--- src/rtl/port_rr_arbiter_pkg.sv ---
// port_rr_arbiter_pkg: flit geometry, direction indices and arbiter state encoding
package port_rr_arbiter_pkg;
  localparam int HDR_SZ = 4;
  localparam int PL_SZ = 8;
  localparam int ADDR_SZ = 4;
  localparam int FLIT_W = HDR_SZ + PL_SZ + ADDR_SZ;
  localparam int DIRECTIONS = 5;
  localparam int NORTH = 0;
  localparam int EAST = 1;
  localparam int SOUTH = 2;
  localparam int WEST = 3;
  localparam int LOCAL = 4;
  typedef enum logic [1:0] {
    IDLE = 2'd0,
    WAIT_ACK = 2'd1,
    SEND = 2'd2
  } state_t;
endpackage

--- src/rtl/port_rr_arbiter_if.sv ---
// port_rr_arbiter_if: requester/transmitter signals of one output port
interface port_rr_arbiter_if
  import port_rr_arbiter_pkg::*;
#(
  parameter int NREQ = DIRECTIONS,
  parameter int W = FLIT_W
);
  logic [NREQ-1:0] req;
  logic [NREQ*W-1:0] item_in;
  logic [NREQ-1:0] read;
  logic [W-1:0] item_out;
  logic ena;
  logic busy;
  logic [2:0] grant_id;
  logic timeout_err;
  modport master (
    input req, item_in, busy,
    output read, item_out, ena, grant_id, timeout_err
  );
  modport slave (
    output req, item_in, busy,
    input read, item_out, ena, grant_id, timeout_err
  );
endinterface

--- src/rtl/port_rr_arbiter_rr_pick.sv ---
// rr_pick: combinational round-robin winner search starting at ptr
module rr_pick #(
  parameter int NREQ = 5
) (
  input  logic [NREQ-1:0] req,
  input  logic [2:0]      ptr,
  output logic [2:0]      winner,
  output logic            valid
);
  logic [2:0] idx;
  // scan offsets from farthest to nearest so the closest requester at or after ptr wins
  always_comb begin
    winner = '0;
    idx = '0;
    valid = |req;
    for (int i = NREQ - 1; i >= 0; i--) begin
      idx = 3'((int'(ptr) + i) % NREQ);
      if (req[idx]) winner = idx;
    end
  end
endmodule

--- src/rtl/port_rr_arbiter.sv ---
// port_rr_arbiter: round-robin grant, pop and transmit sequencing for one output port
module port_rr_arbiter
  import port_rr_arbiter_pkg::*;
#(
  parameter int NREQ = DIRECTIONS,
  parameter int W = FLIT_W,
  parameter int ACK_TIMEOUT = 255
) (
  input logic clk,
  input logic reset,
  port_rr_arbiter_if.master bus
);
  localparam int CW = $clog2(ACK_TIMEOUT + 1);
  state_t state, state_nx;
  logic [2:0] ptr, winner;
  logic [CW-1:0] cnt;
  logic valid, grant, tmo;
  rr_pick #(.NREQ(NREQ)) u_pick (
    .req(bus.req),
    .ptr(ptr),
    .winner(winner),
    .valid(valid)
  );
  // grant decision, ack timeout detection and next state
  always_comb begin
    grant = state == IDLE && valid && !bus.busy;
    tmo = state == WAIT_ACK && !bus.busy && cnt == CW'(ACK_TIMEOUT - 1);
    state_nx = state;
    case (state)
      IDLE: state_nx = grant ? WAIT_ACK : IDLE;
      WAIT_ACK: state_nx = bus.busy ? SEND : tmo ? IDLE : WAIT_ACK;
      SEND: state_nx = bus.busy ? SEND : IDLE;
      default: state_nx = IDLE;
    endcase
  end
  // state register; reset abandons any transfer in progress
  always_ff @(posedge clk or posedge reset) begin
    if (reset) state <= IDLE;
    else state <= state_nx;
  end
  // registered grant outputs, flit latch, pointer and ack wait counter
  always_ff @(posedge clk or posedge reset) begin
    if (reset) begin
      bus.read <= '0;
      bus.ena <= 1'b0;
      bus.item_out <= '0;
      bus.grant_id <= '0;
      bus.timeout_err <= 1'b0;
      ptr <= '0;
      cnt <= '0;
    end else begin
      bus.ena <= grant;
      bus.read <= grant ? NREQ'(1) << winner : '0;
      if (grant) begin
        bus.item_out <= W'(bus.item_in >> (int'(winner) * W));
        bus.grant_id <= winner;
        ptr <= winner == 3'(NREQ - 1) ? 3'd0 : winner + 3'd1;
      end
      cnt <= (state == WAIT_ACK && !bus.busy && !tmo) ? cnt + 1'b1 : '0;
      if (tmo) bus.timeout_err <= 1'b1;
    end
  end
endmodule

--- src/flat_wrapper.sv ---
// flat-port wrapper written by rule: the top's interface ports become plain ports
module port_rr_arbiter_flat import port_rr_arbiter_pkg::*;
#(
  parameter int NREQ = DIRECTIONS,
  parameter int W = FLIT_W,
  parameter int ACK_TIMEOUT = 255
)
  (clk, reset, bus_req, bus_item_in, bus_busy, bus_read, bus_item_out, bus_ena, bus_grant_id, bus_timeout_err);
  port_rr_arbiter_if #(.NREQ(NREQ), .W(W)) bus_i ();
  input logic clk;
  input logic reset;
  input wire logic [$bits(bus_i.req)-1:0] bus_req;
  input wire logic [$bits(bus_i.item_in)-1:0] bus_item_in;
  input wire logic [$bits(bus_i.busy)-1:0] bus_busy;
  output wire logic [$bits(bus_i.read)-1:0] bus_read;
  output wire logic [$bits(bus_i.item_out)-1:0] bus_item_out;
  output wire logic [$bits(bus_i.ena)-1:0] bus_ena;
  output wire logic [$bits(bus_i.grant_id)-1:0] bus_grant_id;
  output wire logic [$bits(bus_i.timeout_err)-1:0] bus_timeout_err;
  assign bus_i.req = bus_req;
  assign bus_i.item_in = bus_item_in;
  assign bus_i.busy = bus_busy;
  assign bus_read = bus_i.read;
  assign bus_item_out = bus_i.item_out;
  assign bus_ena = bus_i.ena;
  assign bus_grant_id = bus_i.grant_id;
  assign bus_timeout_err = bus_i.timeout_err;
  port_rr_arbiter #(.NREQ(NREQ), .W(W), .ACK_TIMEOUT(ACK_TIMEOUT)) u_core (.clk(clk), .reset(reset), .bus(bus_i));
endmodule
--- config.mk ---
export PLATFORM = sky130hd
export DESIGN_NAME = port_rr_arbiter_flat
export DESIGN_NICKNAME = d
export VERILOG_FILES = /design/src/rtl/port_rr_arbiter_pkg.sv /design/src/rtl/port_rr_arbiter_if.sv /design/src/rtl/port_rr_arbiter_rr_pick.sv /design/src/rtl/port_rr_arbiter.sv /design/src/flat_wrapper.sv
export SDC_FILE = /design/constraint.sdc
export NUM_CORES = 1
export LEC_CHECK = 0
export CELL_PAD_IN_SITES_DETAIL_PLACEMENT = 1
export CELL_PAD_IN_SITES_GLOBAL_PLACEMENT = 1
export CORE_MARGIN = 2
export CORE_UTILIZATION = 39
export CTS_BUF_LIST = sky130_fd_sc_hd__clkbuf_8
export CTS_CLUSTER_SIZE = 10
export DETAILED_ROUTE_END_ITERATION = 6
export HOLD_SLACK_MARGIN = 0.06
export PLACE_DENSITY = 0.95
export SYNTH_ARGS = -nofsm -noshare
export SYNTH_HDL_FRONTEND = slang
export SYNTH_HIERARCHICAL = 1
export SYNTH_SLANG_ARGS = --single-unit
--- constraint.sdc ---
create_clock -name clk -period 8 [get_ports clk]
set_clock_uncertainty 0.05 [all_clocks]
set_input_delay 0.8 -clock clk [delete_from_list [all_inputs] [get_ports clk]]
set_output_delay 0.8 -clock clk [all_outputs]
set_load 0.01 [all_outputs]
==> qor.yml <==
required_ns: 8.18
power_frac_clock_pct: 5.7
cap_violations: 0
grt_pass1_vias: 4036
setup_violations: 0
ys_warn_count: 6
num_rows: 35
slew_headroom_pct: 19.8
finalSetupTns_ns: 0
vias: 3718
synth_seq_cells: 39
fp.dieW_um: 100
cts_buffer_depth: 2
min_path_type: "flip-flop to flip-flop"
outcome: "finished clean"
swShare_pct: 50.8
dr.pass1.iters: 4
grt.total_usage_pct: 27.1
cts-root-buf: "clkbuf_8"
numPortBuffers: 113
cp.arrival_ns: 6.70
io_pins: 114
fp.dieH_um: 100
grt_setup_unrepaired: "no"
syn_to_final_growth_pct: 34.8
vias_per_cell: 6.08
setup.worst_path.end_class: "flip-flop"
combPwrFrac_pct: 80.8
cts_sinks: 39
period_needed_ns: 6.52
yosysUniqueCellTypes: 68
tritoncts: "done"
overflow: 0
grt_max_degree: 40
dp_cells: 604
final_max_slew_viol_count: 0
critPathKind: "flip-flop to flip-flop"
syn_nets: 515
synthFlopType: "dfrtp_1"
antenna_cells: 0
slowest_stage: "nor3b_4"
die-area_mm2: 0.0100
grt_antenna_before_repair: 0
synth_edf_count: 0
fin_crit_sh_pct: 81.5
postCtsHoldBufs: 0
yosysSeqAreaShare_pct: 27.0
nets: 613
syn_avg_cell_area_um2: 8.98
dpl.hpwl_um: 10500
p_int_mw: 1.23
path_clk_slew_ns: 0.09
layout_setup_ws_ns: 1.48
drt_wl_total_um: 13600
synthArstFlopShare_pct: 100
fin_cells: 612
vdd_drop_max_mv: 0.533
switching_power_mw: 1.27
drc: 0
syn_area_mm2: 0.00361
post_cts_buffers: 0
power.density_mw_per_mm2: 514
ctsResizeCount: 0
ant_nets: 0
cpPeakStageDelay_ns: 0.95
cts_made_buffers: 5
path_cells: "buf_4 -> inv_1 -> ha_1 -> inv_1 -> ha_1 -> inv_1 -> ha_1 -> nand2b_1 -> a21oi_1 -> nand2_1 -> a21oi_1 -> nand2_1 -> nor4_1 -> o311ai_0 -> o2bb2ai_2 -> nor3b_4 -> a221oi_1 -> nor2_1"
htreeDepth: 2
timing.final.hold_violations: 0
clock_latency_ns: 0.31
gp_congestion: 0.920
timing.fmax_ghz: 0.153
worst_pin_slew_ns: 1.20
p_leak_nw: 1.92
seqPwrFrac_pct: 13.4
initial_utilization_pct: 39.6
start_kind: "flip-flop"
coreArea_mm2: 0.00911
routedWlPerCell_um: 22.2
grt_pass1_wl_um: 21200
drt_iter0_markers: 172
cp_max_fo: 28
post-place-ws_ns: 1.59
drive_gt1_share_pct: 10.4
netlist_instances: 402
==> power by group through the flow <==
| stage | combinational, mW | sequential, mW | clock [mW] |
|---|---|---|---|
| 2_1_floorplan | 1.46 | 0.347 | 0 |
| 3_3_place_gp | 1.88 | 0.326 | 0 |
| 4_1_cts | 2.00 | 0.337 | 0.143 |
| 5_1_grt | 2.20 | 0.346 | 0.152 |
| 3_5_place_dp | 1.99 | 0.339 | 0 |
| 6_report | 2.02 | 0.336 | 0.144 |
==> state kept, by name, summed over array words and instances (netlist names) <==
register                flops
u_core/bus.grant_id         3
u_core/bus.ena              1
u_core/ptr                  3
u_core/bus.read             5
u_core/bus.timeout_err      1
u_core/state                2
u_core/bus.item_out        16
u_core/cnt                  8
==> layout by cell type (no fill, tap or decap), types with 8 or more instances in the layout <==
master and count:
a21oi_1 26, a221oi_2 9, clkdlybuf4s50_1 113, dfrtp_1 39, ha_1 25, inv_1 20
mux4_2 17, nand2_1 28, nand3_1 11, nor2_1 59, nor3_1 8, o21ai_0 17
xnor2_1 9
==> worst max-delay path: cells and delay by family (launching register included) <==
family,cells,cell delay (ns)
adder cells (fa/ha/maj),3,1.29
flip-flops,1,0.33
AND/OR/NAND/NOR,6,2.10
AO/OA/AOI/OAI,5,1.60
buffers and inverters,4,1.04
==> per-layer routing <==
layer  global-route usage (%)  part of all wire, %  up-vias
li1                         -                    -     1690
met1                     30.1                   37     1858
met2                     50.1                   54      127
met3                     4.32                  4.0       43
met4                     13.1                  4.2        0
met5                        0                    0        -
==> path summary, 6_finish.rpt <==
kind,startpoint,cells after the start,slack (ns),to
hold reg to reg,u_core/bus.timeout_err,1,0.43,u_core/bus.timeout_err
setup reg to reg,u_core/ptr[0],18,1.48,u_core/bus.item_out[0]
min in group asynchronous,reset,3,0.90,u_core/bus.item_out[8]
hold / removal,u_core/bus.timeout_err,1,0.43,u_core/bus.timeout_err
setup / recovery,u_core/ptr[0],18,1.48,u_core/bus.item_out[0]
max in group asynchronous,reset,3,6.64,u_core/bus.item_out[1]
==> through the flow <==
stage | cell area (um2) | power (mW) | util [%] | hold WS [ns]
after global routing | 4860 | 2.70 | 53.4 | 0.465
final | 4860 | 2.50 | 53.4 | 0.435
after floorplan | 3610 | 1.81 | - | 0.443
after CTS | 4860 | 2.48 | 53.4 | 0.430
after detailed placement | 4770 | 2.33 | 52.4 | 0.405
after global placement | 4770 | 2.20 | 52.4 | 0.391
==> logic make-up after synthesis <==
kind of cell / Yosys count / synth area share [%]
AO/OA/AOI/OAI: 114 / 23.6
AND/OR/NAND/NOR: 140 / 18.4
flip-flops: 39 / 27.0
buffers and inverters: 47 / 6.21
multiplexers: 25 / 13.0
XOR/XNOR: 11 / 2.67
adder cells (fa/ha/maj): 26 / 8.98
==> synth_stat cells, types with 8 or more instances <==
cell type  instances  area share, %
buf_2              8            1.1
inv_1             20            2.1
a221oi_2           9            3.7
a21oi_1           26            3.6
o21ai_0           18            2.5
nand3_1           11            1.5
nor3_1             8            1.1
xnor2_1            9            2.2
dfrtp_1           39             27
nand2_1           28            2.9
mux4_2            17             11
ha_1              25            8.7
nor2_1            59            6.1
clkbuf_1           8           0.83
==> layout make-up <==
class / instances / area, um2
Fill cell: 1039 / 4250
Multi-Input combinational cell: 316 / 2420
Timing Repair Buffer: 116 / 1150
Sequential cell: 39 / 976
Tap cell: 111 / 139
Inverter: 22 / 82.6
Clock buffer: 5 / 68.8
Clock inverter: 3 / 25.0
Power figures use the tool's default switching activity.
